### config.mk
export PLATFORM = sky130hd
export DESIGN_NAME = input_conditioner
export DESIGN_NICKNAME = d
export VERILOG_FILES = /design/src/rtl/input_conditioner.sv
export SDC_FILE = /design/constraint.sdc
export NUM_CORES = 1
export LEC_CHECK = 0
export CAP_MARGIN = 30
export CELL_PAD_IN_SITES_DETAIL_PLACEMENT = 1
export CELL_PAD_IN_SITES_GLOBAL_PLACEMENT = 1
export CORE_ASPECT_RATIO = 0.9
export CORE_MARGIN = 5
export CORE_UTILIZATION = 33
export DETAILED_ROUTE_END_ITERATION = 10
export PLACE_DENSITY_LB_ADDON = 0.1
export REMOVE_ABC_BUFFERS = 1
export SLEW_MARGIN = 20
export SYNTH_ARGS = -nofsm -noshare
export SYNTH_HDL_FRONTEND = slang
export SYNTH_SLANG_ARGS = --single-unit
### constraint.sdc
create_clock -name clk -period 1.3 [get_ports clk]
set_input_delay 0.26 -clock clk [delete_from_list [all_inputs] [get_ports clk]]
set_output_delay 0.26 -clock clk [all_outputs]
set_load 0.005 [all_outputs]
### src/rtl/input_conditioner.sv
// Purpose: synchronize switches and debounce a pushbutton into a toggle, a clean level and press/release strobes.
// Latency: sw is 2 edges behind sw_raw; an accepted button change lands DEBOUNCE_CYCLES+2 edges after the first sample.
// Backpressure: none; the block free-runs every cycle and cannot stall.
module input_conditioner #(
    parameter int DEBOUNCE_CYCLES = 4
) (
    input  logic       clk,
    input  logic       rst_n,
    input  logic       btn_raw,
    input  logic [3:0] sw_raw,
    output logic       pba,
    output logic [3:0] sw,
    output logic       btn_clean,
    output logic       press_pulse,
    output logic       release_pulse
);

    localparam int CW = (DEBOUNCE_CYCLES > 1) ? $clog2(DEBOUNCE_CYCLES) : 1;
    localparam logic [CW-1:0] CNT_MAX = CW'(DEBOUNCE_CYCLES - 1);

    typedef enum logic [1:0] {
        RELEASED     = 2'd0,
        PRESS_WAIT   = 2'd1,
        PRESSED      = 2'd2,
        RELEASE_WAIT = 2'd3
    } state_t;

    state_t        state;
    logic [CW-1:0] cnt;
    logic          btn_s1;
    logic          btn_s2;
    logic [3:0]    sw_s1;

    always_ff @(posedge clk or negedge rst_n) begin
        if (!rst_n) begin
            btn_s1 <= 1'b0;
            btn_s2 <= 1'b0;
            sw_s1  <= 4'b0000;
            sw     <= 4'b0000;
        end else begin
            btn_s1 <= btn_raw;
            btn_s2 <= btn_s1;
            sw_s1  <= sw_raw;
            sw     <= sw_s1;
        end
    end

    // cnt is cleared on every state change and abort, so it never exceeds CNT_MAX.
    always_ff @(posedge clk or negedge rst_n) begin
        if (!rst_n) begin
            state         <= RELEASED;
            cnt           <= '0;
            pba           <= 1'b0;
            btn_clean     <= 1'b0;
            press_pulse   <= 1'b0;
            release_pulse <= 1'b0;
        end else begin
            press_pulse   <= 1'b0;
            release_pulse <= 1'b0;
            case (state)
                RELEASED: begin
                    if (btn_s2) begin
                        state <= PRESS_WAIT;
                        cnt   <= '0;
                    end
                end
                PRESS_WAIT: begin
                    if (!btn_s2) begin
                        state <= RELEASED;
                        cnt   <= '0;
                    end else if (cnt == CNT_MAX) begin
                        state       <= PRESSED;
                        cnt         <= '0;
                        pba         <= ~pba;
                        press_pulse <= 1'b1;
                        btn_clean   <= 1'b1;
                    end else begin
                        cnt <= cnt + CW'(1);
                    end
                end
                PRESSED: begin
                    if (!btn_s2) begin
                        state <= RELEASE_WAIT;
                        cnt   <= '0;
                    end
                end
                RELEASE_WAIT: begin
                    if (btn_s2) begin
                        state <= PRESSED;
                        cnt   <= '0;
                    end else if (cnt == CNT_MAX) begin
                        state         <= RELEASED;
                        cnt           <= '0;
                        release_pulse <= 1'b1;
                        btn_clean     <= 1'b0;
                    end else begin
                        cnt <= cnt + CW'(1);
                    end
                end
                default: begin
                    state <= RELEASED;
                    cnt   <= '0;
                end
            endcase
        end
    end

endmodule

==> run summary, run 1 <==
The flow ran to the end, and the final reports show no timing, DRC or antenna violations. The tools report the CTS H-tree depth as 1. The combinational fraction of design power was 0.197; the headroom to the max-slew limit was 0.7700. The most common library cell in the layout ignoring fill and taps is sky130_fd_sc_hd__dfrtp_1. Clock tree synthesis found a total of 18 sinks. The worst setup path is of the reg2reg kind. The worst-case register-to-register setup slack was 0.09 ns. The number of iterations in the first detailed-routing pass is 3. In the final routed layout, each cell accounts on average for 12.06 um.

The switching share of power was 0.2559. Of all nets on the critical path, the largest fanout is 6. The worst setup path is launched from a flop.

The tools report the buffer type at the clock tree root as sky130_fd_sc_hd__clkbuf_4. Detailed placement finished with a half-perimeter wire length of 739.2 um. Pin count of the biggest net entering global routing: 19. Once detail routing completed, the nets flagged for antenna violations numbered 0.

The initial DRC count was 2. The min-delay analysis places its worst path in the category in2async. The total count of max-transition violations in the final report came out at 0. For the Yosys warning count, the log shows 0. The data required time of the worst path is 1.52 ns. The first global-routing pass estimated 1676 um of wire. Synthesis produced 38 cells.

The worst register-to-register path begins at cnt[0]. Top-area cell type share of the netlist area: 0.7531. The nature of the critical path endpoint is a flop. The final worst-path cycle share is 0.9311. The fraction of power consumed by sequential logic is 0.547, and the initial antenna violation count is 0. The die is 54.88 um wide.

The per-cell via count in the routed design works out to 4.280. At the placement stage, the worst setup path has a slack of 0.06001 ns. At the end of routability-driven placement, the weighted congestion stood at 0.6663. The number of placed instances with taps included is 76.

The total count of hold-check failures in the final report is 0, and the port buffer count is 14. Across the routed clock network, the largest skew measured is 0.001491 ns. The tools report the sequential element share of the synthesized area as 0.7531. The number of global-route vias before repair came out at 387. The worst path arrival time is 1.43 ns. For this design the total switching power over the nets is 0.0003360 W. After synthesis the cells add up to 598.1 um2. The overall global routing resource usage came out at 0.08873. Dominant cell type by area after synthesis: sky130_fd_sc_hd__dfrtp_1. The total number of vias came out at 351.

The setup slack after layout was 0.08958 ns. Leaving out fill and tap cells, the most frequent cells in the layout are 18 x sky130_fd_sc_hd__dfrtp_1, 8 x sky130_fd_sc_hd__dlygate4sd2_1, 6 x sky130_fd_sc_hd__clkdlybuf4s50_1. The synthesized netlist contains 16 unique library cells.

Maximum frequency from static timing analysis: 0.8262 GHz. Summed over all cells, the static leakage comes to 0.3965 nW. In this run the power density over the cells is 1617 nW/um2. Average size of a mapped cell: 15.74 um2. The internal power is 0.0009768 W.

Relative to the synthesized area, the layout overhead comes to 35.77%. Counting the fill cells in the layout gives 182. The repair_antennas step left the layout with diodes totalling 0. The setup TNS after final layout is 0 ns, and the row count is 14.

The die height works out to 50.39 um. The slew at the pin closest to its max-slew limit works out to 0.3425 ns. In this run the count of I/O pins placed on the die edge is 15. No sink is reached through more buffers than the 2 on the longest clock path. The worst-case IR drop observed on VDD is 0.6555 mV.

Multi-input combinational cell area: 135.1 um2. Across the whole layout, storage elements account for 450.4 um2. The tools report the count of non-filler cells in the finished layout as 82. Setup repair after global routing left no endpoint under its margin.

The fraction of final layout cells sized beyond drive strength 1 is 0.1379, and the aggregate routed wire length is 989 um. The shortest period the worst path allows was 1.210 ns; the total die area was 2765 um2. Across all hold checks on the routed design, the worst slack comes to 0.2855 ns. By area the synthesized netlist is led by sky130_fd_sc_hd__dfrtp_1 75%, sky130_fd_sc_hd__mux2i_1 3.3%, sky130_fd_sc_hd__xnor2_1 2.9%. For the leftover overflow at the end of global routing, the log shows 0.

Total of hold buffers inserted after clock tree synthesis: 0. TritonCTS built the clock tree. The number of buffers created by CTS was 3.

The floorplan step defined a core boundary enclosing 1699 um2. The starting density of the core was 0.3520. At the later pin of the worst-skew pair, clock insertion delay measures 0.29 ns. Across the run, the number of max-cap violations was 0.

For the final setup violation count, the log shows 0. The DRC violations left is 0, and the clock share of power is 0.256. At the end of the flow, the number of nets in the layout was 67.

After clock tree synthesis, the clock-pin slew on the worst setup and hold paths is 0.10 ns. Start point of the critical path: cnt[0]. Counting flops and latches in the post-synthesis netlist gives 18.
## final timing paths
check / endpoint / cells past startpoint
setup / recovery: cnt[0] / 3
hold / removal: sw[0] / 2
setup reg to reg: cnt[0] / 3
hold reg to reg: sw[1] / 0
max in group asynchronous: async pin / 2
min in group clk: sw[1] / 0
## worst max-delay path: stages (launching register included)
cell                      delay (ns)
sky130_fd_sc_hd__dfrtp_1        0.41
sky130_fd_sc_hd__ha_2           0.23
sky130_fd_sc_hd__or3b_1         0.38
sky130_fd_sc_hd__mux2i_1        0.13
## through the flow
stage | util | power, W | area, um2
floorplan | - | 0.0008616 | 590.6
global placement | 0.4521 | 0.0009600 | 768.2
detailed placement | 0.4521 | 0.0009877 | 768.2
CTS | 0.4764 | 0.001339 | 809.5
global route | 0.4779 | 0.001410 | 812.0
finish | 0.4779 | 0.001313 | 812.0
## synthesized netlist by cell type
| cell type | number |
|---|---|
| sky130_fd_sc_hd__buf_4 | 1 |
| sky130_fd_sc_hd__mux2i_1 | 2 |
| sky130_fd_sc_hd__nor2_1 | 1 |
| sky130_fd_sc_hd__or3b_1 | 1 |
| sky130_fd_sc_hd__mux2_1 | 1 |
| sky130_fd_sc_hd__nand3b_1 | 1 |
| sky130_fd_sc_hd__a211oi_1 | 1 |
| sky130_fd_sc_hd__ha_1 | 1 |
| sky130_fd_sc_hd__and4b_1 | 1 |
| sky130_fd_sc_hd__nand2_1 | 2 |
| sky130_fd_sc_hd__nand2b_1 | 2 |
| sky130_fd_sc_hd__a21oi_1 | 1 |
| sky130_fd_sc_hd__dfrtp_1 | 18 |
| sky130_fd_sc_hd__xnor2_1 | 2 |
| sky130_fd_sc_hd__inv_1 | 2 |
| sky130_fd_sc_hd__nand4b_1 | 1 |
## power by group through the flow
stage	combinational, W	sequential, W	clock [W]
2_1_floorplan	0.000142	0.000720	0
3_3_place_gp	0.000236	0.000724	0
3_5_place_dp	0.000249	0.000739	0
4_1_cts	0.000265	0.000719	0.000354
5_1_grt	0.000293	0.000732	0.000384
6_report	0.000259	0.000718	0.000337
## layer usage
metal / share of wire / wire length [um] / GRT usage
met5: 0 / 0 / 0
met4: 0 / 0 / 0.03734
met2: 0.51 / 509 / 0.1398
met1: 0.38 / 378 / 0.09381
met3: 0.10 / 100 / 0.05325
## state kept, by name, summed over array words and instances (netlist names), named ones only
register       flops
state              1
btn_clean          1
btn_s2             1
sw_s1              4
press_pulse        1
cnt                2
btn_s1             1
sw                 4
release_pulse      1
pba                1
## cell families after synthesis
kind of cell | count (synthesis) | synth area share
AOI/OAI and AO/OA | 2 | 0.02092
xor gates and xnor gates | 2 | 0.02929
adders and majority gates | 1 | 0.02092
buffers and inverters | 3 | 0.02511
DFF | 18 | 0.7531
muxes | 3 | 0.05230
and+or+nand+nor | 9 | 0.09833
## repair_timing
item | CTS | global route
endpoints found under the setup margin | 8 | 1
setup buffers | 2 | 0
gates resized for setup | 8 | 1
## final cells by class
type,count,share of cell area
flip-flops and latches,18,0.5547
repair buffers,17,0.1880
inverters,2,0.009245
well taps,24,0.03698
multi-input cells,17,0.1664
clock buffers,4,0.04468
No activity file was read; power rests on OpenSTA's default activity.
==> run 2, diff against run 1 <==
SLEW_MARGIN = 10   (was 20)
==> results of run 2 <==
No change in the layout: final DEF, timing and power equal those of run 1.
